===== config.mk =====
export PLATFORM = sky130hd
export DESIGN_NAME = gpa_fhdo_spi_responder
export DESIGN_NICKNAME = d
export VERILOG_FILES = /design/src/rtl/gpa_fhdo_spi_responder.sv
export SDC_FILE = /design/constraint.sdc
export NUM_CORES = 1
export LEC_CHECK = 0
export ABC_AREA = 1
export BUFFER_PORTS_ARGS = -buffer_cell sky130_fd_sc_hd__buf_2
export CORE_MARGIN = 5
export CORE_UTILIZATION = 25
export DETAILED_ROUTE_END_ITERATION = 8
export PLACE_DENSITY_LB_ADDON = 0.05
export RECOVER_POWER = 50
export SYNTH_ARGS = -nofsm -noshare
export SYNTH_HDL_FRONTEND = slang
export SYNTH_SLANG_ARGS = --single-unit

===== constraint.sdc =====
create_clock -name clk -period 6 [get_ports clk]
set_clock_uncertainty 0.15 [all_clocks]
set_input_delay 1.8 -clock clk [delete_from_list [all_inputs] [get_ports clk]]
set_output_delay 1.8 -clock clk [all_outputs]
set_load 0.01 [all_outputs]

===== src/rtl/gpa_fhdo_spi_responder.sv =====
// rtl/gpa_fhdo_spi_responder.sv - SPI responder emulating the GPA-FHDO DAC/SYNC registers with optional ADC readback.
// Optional ADC readback on spi_sdo_o is built only when GPA_FHDO_RESP_ADC_EN is defined.
module gpa_fhdo_spi_responder #(
    parameter int ADC_IDLE_CYCLES = 64
) (
    input  logic        clk,
    input  logic        rst,
    input  logic        spi_clk_i,
    input  logic        spi_sdi_i,
    input  logic        spi_csn_i,
    output logic        spi_sdo_o,
    input  logic [15:0] adc_value_i,
    output logic [15:0] dac0_o,
    output logic [15:0] dac1_o,
    output logic [15:0] dac2_o,
    output logic [15:0] dac3_o,
    output logic [15:0] sync_reg_o,
    output logic [23:0] frame_data_o,
    output logic        frame_valid_o,
    output logic        frame_err_o
);

    typedef enum logic [1:0] {
        IDLE = 2'd0,
        RX   = 2'd1,
        DONE = 2'd2
    } state_t;

    logic [1:0]  sclk_sync;
    logic [1:0]  sdi_sync;
    logic [1:0]  csn_sync;
    logic        sclk_d;
    logic        csn_d;
    logic        sclk_s;
    logic        sdi_s;
    logic        csn_s;
    logic        sclk_rise;
    logic        sclk_fall;
    logic        csn_rise;
    logic        csn_fall;

    state_t      state;
    logic [4:0]  bit_cnt;
    logic [23:0] shift;

    always_ff @(posedge clk or posedge rst) begin
        if (rst) begin
            sclk_sync <= 2'b00;
            sdi_sync  <= 2'b00;
            csn_sync  <= 2'b00;
            sclk_d    <= 1'b0;
            csn_d     <= 1'b0;
        end else begin
            sclk_sync <= {sclk_sync[0], spi_clk_i};
            sdi_sync  <= {sdi_sync[0], spi_sdi_i};
            csn_sync  <= {csn_sync[0], spi_csn_i};
            sclk_d    <= sclk_sync[1];
            csn_d     <= csn_sync[1];
        end
    end

    assign sclk_s    = sclk_sync[1];
    assign sdi_s     = sdi_sync[1];
    assign csn_s     = csn_sync[1];
    assign sclk_rise = sclk_s & ~sclk_d;
    assign sclk_fall = ~sclk_s & sclk_d;
    assign csn_rise  = csn_s & ~csn_d;
    assign csn_fall  = ~csn_s & csn_d;

    // Clock-edge handling precedes the CSN rise check so a final SCLK fall coinciding with CSN rise is still counted.
    always_ff @(posedge clk or posedge rst) begin
        if (rst) begin
            state         <= IDLE;
            bit_cnt       <= 5'd0;
            shift         <= 24'd0;
            frame_data_o  <= 24'd0;
            frame_valid_o <= 1'b0;
            frame_err_o   <= 1'b0;
            dac0_o        <= 16'd0;
            dac1_o        <= 16'd0;
            dac2_o        <= 16'd0;
            dac3_o        <= 16'd0;
            sync_reg_o    <= 16'hFF00;
        end else begin
            frame_valid_o <= 1'b0;
            frame_err_o   <= 1'b0;
            case (state)
                IDLE: begin
                    if (csn_fall) begin
                        state   <= RX;
                        bit_cnt <= 5'd0;
                        shift   <= 24'd0;
                    end
                end
                RX: begin
                    if (sclk_fall) begin
                        shift <= {shift[22:0], sdi_s};
                        if (bit_cnt != 5'd31) begin
                            bit_cnt <= bit_cnt + 5'd1;
                        end
                    end
                    if (csn_rise) begin
                        state <= DONE;
                    end
                end
                DONE: begin
                    state <= IDLE;
                    if (bit_cnt == 5'd24) begin
                        frame_data_o  <= shift;
                        frame_valid_o <= 1'b1;
                        if (!shift[23]) begin
                            case (shift[19:16])
                                4'h2: sync_reg_o <= shift[15:0];
                                4'h6: begin
                                    dac0_o <= shift[15:0];
                                    dac1_o <= shift[15:0];
                                    dac2_o <= shift[15:0];
                                    dac3_o <= shift[15:0];
                                end
                                4'h8: dac0_o <= shift[15:0];
                                4'h9: dac1_o <= shift[15:0];
                                4'hA: dac2_o <= shift[15:0];
                                4'hB: dac3_o <= shift[15:0];
                                default: ;
                            endcase
                        end
                    end else begin
                        frame_err_o <= 1'b1;
                    end
                end
                default: state <= IDLE;
            endcase
        end
    end

`ifdef GPA_FHDO_RESP_ADC_EN
    localparam int IDLE_W = $clog2(ADC_IDLE_CYCLES + 1);

    logic [5:0]        adc_cnt;
    logic [15:0]       adc_hold;
    logic [IDLE_W-1:0] idle_cnt;
    logic              sdo_q;

    // adc_cnt holds the number of SCLK rises seen; it saturates at 32 so later edges keep SDO low.
    always_ff @(posedge clk or posedge rst) begin
        if (rst) begin
            adc_cnt  <= 6'd0;
            adc_hold <= 16'd0;
            idle_cnt <= '0;
            sdo_q    <= 1'b0;
        end else if (csn_fall || !csn_s) begin
            adc_cnt  <= 6'd0;
            idle_cnt <= '0;
            sdo_q    <= 1'b0;
        end else if (sclk_rise) begin
            idle_cnt <= '0;
            if (adc_cnt == 6'd0) begin
                adc_hold <= adc_value_i;
            end
            if (adc_cnt != 6'd32) begin
                adc_cnt <= adc_cnt + 6'd1;
            end
            if (adc_cnt >= 6'd31) begin
                sdo_q <= 1'b0;
            end
        end else if (sclk_fall) begin
            idle_cnt <= '0;
            if (adc_cnt[5:4] == 2'b01) begin
                sdo_q <= adc_hold[~adc_cnt[3:0]];
            end else begin
                sdo_q <= 1'b0;
            end
        end else if (idle_cnt == IDLE_W'(ADC_IDLE_CYCLES - 1)) begin
            adc_cnt <= 6'd0;
            sdo_q   <= 1'b0;
        end else begin
            idle_cnt <= idle_cnt + IDLE_W'(1);
        end
    end

    assign spi_sdo_o = sdo_q;
`else
    logic unused_adc;

    assign unused_adc = ^{adc_value_i, sclk_rise, ADC_IDLE_CYCLES[0]};
    assign spi_sdo_o  = 1'b0;
`endif

endmodule

==> results.json <==
{
  "ir_drop_uv": 161,
  "clk_pin_slew_ps": 60,
  "p_sw_frac": 0.242,
  "required_ps": 6170,
  "status": "complete, but fails checks",
  "final_cells": 1063,
  "finalSetupViolCount": 0,
  "start_util": 0.254,
  "via_per_inst": 4.22,
  "vias": 4489,
  "totalWireLength_mm": 17.4,
  "die-area_um2": 27000,
  "worstSkewPairLatency_ps": 420,
  "cts_buffers": 17,
  "antenna_found_initial": 0,
  "row_count": 56,
  "synth_top_area_frac": 0.575,
  "max_freq_mhz": 260,
  "n_antenna_cell": 0,
  "dp.cells": 1031,
  "period_share": 0.641,
  "area_growth_syn_to_layout_pct": 21.3,
  "crit_path_end_kind": "flip-flop",
  "pwr-share-comb": 0.046,
  "wl_per_cell_um": 16.3,
  "yosysTopAreaCell": "dfrtp_1",
  "timing.slew.headroom": -0.524,
  "clk_root_buffer_cell": "clkbuf_16",
  "leakage_uw": 0.00399,
  "slew_viol_final": 112,
  "drv_cap": 5,
  "antenna_left": 0,
  "p_int_uw": 1680,
  "yosys-top-cells-area": "dfrtp_1, nand2_1, nand3_1",
  "ys_seq_elements": 145,
  "final_common_cell": "nand2_1",
  "dr.pass1.iters": 4,
  "yosysWarnings": 0,
  "htreeDepth": 4,
  "syn_area_um2": 5960,
  "synthesis.instances": 636,
  "ys_types": 25,
  "power_frac_clock": 0.494,
  "fin_setup_tns_ps": 0,
  "clock_sinks": 145,
  "min_period_ps": 3850,
  "clk_path_buf_depth": 2,
  "final_cell_mix": "nand2_1, dfrtp_1, buf_2, nand3_1, o21ai_0",
  "seq_area_frac_synth": 0.611,
  "p_sw_uw": 537,
  "gp_congestion": 0.720,
  "yosys_most_used_dff": "dfrtp_1",
  "grt_overflow_total": 0,
  "cp.arrival_ps": 4020,
  "hp-class": "reg2reg",
  "synthArstFlopShare": 1.00,
  "die_x_um": 164,
  "avgSynthCellArea_um2": 9.37,
  "layout.nets": 755,
  "cts_tree": "built",
  "io_buffers": 110,
  "timing_hold_violations_final": 0,
  "ctsHoldBuffers": 0,
  "design.portCount": 128,
  "first_global_vias": 4609,
  "synth_edf_count": 0,
  "tightestPinTransition_ps": 2280,
  "drive_gt1_frac": 0.226,
  "synth_fp_nets": 660,
  "drc": 0,
  "core_um2": 23500,
  "worstPathMaxFanout": 39,
  "grt_start_max_net_pins": 88,
  "cts_setup_buffers": 0,
  "worstSetupStartpointType": "flip-flop",
  "critPathKind": "reg2reg",
  "seqPwrFrac": 0.460,
  "grt_pass1_wl_mm": 27.2,
  "pwr_density_cell_nw_per_um2": 307,
  "cts_resized": 0,
  "die_h_um": 164,
  "dr.first_iter.drc_count": 208,
  "grt_util_all_layers": 0.132,
  "violations": "max-capacitance violations, max-slew violations",
  "rsz0062_at_grt": "no",
  "hpwl_mm": 11.6
}
==> sequential cells by signal, indices dropped and copies added, names as in the netlist <==
| register | count |
|---|---|
| frame_data_o | 24 |
| shift | 24 |
| dac0_o | 16 |
| dac1_o | 16 |
| dac2_o | 16 |
| dac3_o | 16 |
| sync_reg_o | 16 |
| bit_cnt | 5 |
| csn_sync | 2 |
| sclk_sync | 2 |
| sdi_sync | 2 |
| state | 2 |
| csn_d | 1 |
| frame_err_o | 1 |
| frame_valid_o | 1 |
| sclk_d | 1 |
==> power groups by stage <==
stage / Combinational, uW / Clock [uW] / Sequential, uW
after floorplan: 86.3 / 0 / 1030
after global placement: 107 / 0 / 1040
after detailed placement: 109 / 0 / 1040
after CTS: 110 / 1130 / 1020
after global routing: 119 / 1170 / 1020
final: 102 / 1100 / 1020
==> worst max-delay path, cell delays in order, from the launching register on <==
cell,delay (ps)
dfrtp_1,410
inv_1,90
nor2_1,1680
nand3_4,400
nand2_2,680
nand3_1,170
o21ai_0,160
==> stage by stage <==
step	instance area (um2)	hold WS, ps	setup slack (ps)	power (uW)	utilization
2_1_floorplan	5960	181	169	1110	-
3_3_place_gp	6690	184	2820	1150	0.285
3_5_place_dp	6690	185	2810	1150	0.285
4_1_cts	7290	199	2950	2260	0.311
5_1_grt	7230	203	1670	2320	0.308
6_report	7230	198	2150	2220	0.308
==> final timing paths <==
check	startpoint	end	slack, ps	cells after the start
worst max register to register	state[0]$_DFFE_PP0P_	shift[16]$_DFFE_PP0P_	2150	6
worst min-delay path	sclk_sync[0]$_DFF_PP0_	sclk_sync[1]$_DFF_PP0_	200	0
worst min register to register	sclk_sync[0]$_DFF_PP0_	sclk_sync[1]$_DFF_PP0_	200	0
max in group asynchronous	rst	dac2_o[2]$_DFFE_PP0P_	2180	3
worst max-delay path	state[0]$_DFFE_PP0P_	shift[16]$_DFFE_PP0P_	2150	6
min in group asynchronous	rst	sdi_sync[0]$_DFF_PP0_	1360	2
==> Yosys cell counts, types with 5 or more instances <==
| master | count |
|---|---|
| nand2_1 | 248 |
| nand3_4 | 5 |
| inv_1 | 24 |
| nor2_4 | 7 |
| buf_2 | 20 |
| nor2_1 | 9 |
| dfstp_2 | 8 |
| nand3_1 | 103 |
| o21ai_0 | 35 |
| dfrtp_1 | 137 |
| buf_6 | 7 |
| nand2_2 | 8 |
==> cell families (layout without fill, tap and decap cells) <==
kind of cell	count (synthesis)	in the layout	synth area share
simple gates	386	386	0.294
flops	145	145	0.611
buf+inv	64	172	0.0575
compound gates	37	37	0.0311
fa+ha+maj	3	3	0.00630
other cells	1	1	0.000629
==> per-layer routing <==
metal	track usage	share of wire	up-vias
met5	0	0	-
met4	0.0374	0.0040	0
met3	0.0329	0.046	4
met2	0.214	0.47	89
met1	0.177	0.48	2172
li1	-	-	2224
==> final cells by class <==
cell class,instances,area (um2)
clock buffers,20,447
well taps,319,399
clock inverters,12,155
multi-input cells,427,1920
repair buffers,112,557
flip-flops and latches,145,3640
fillers,2493,16200
inverters,28,110
Power figures use the tool's default switching activity.
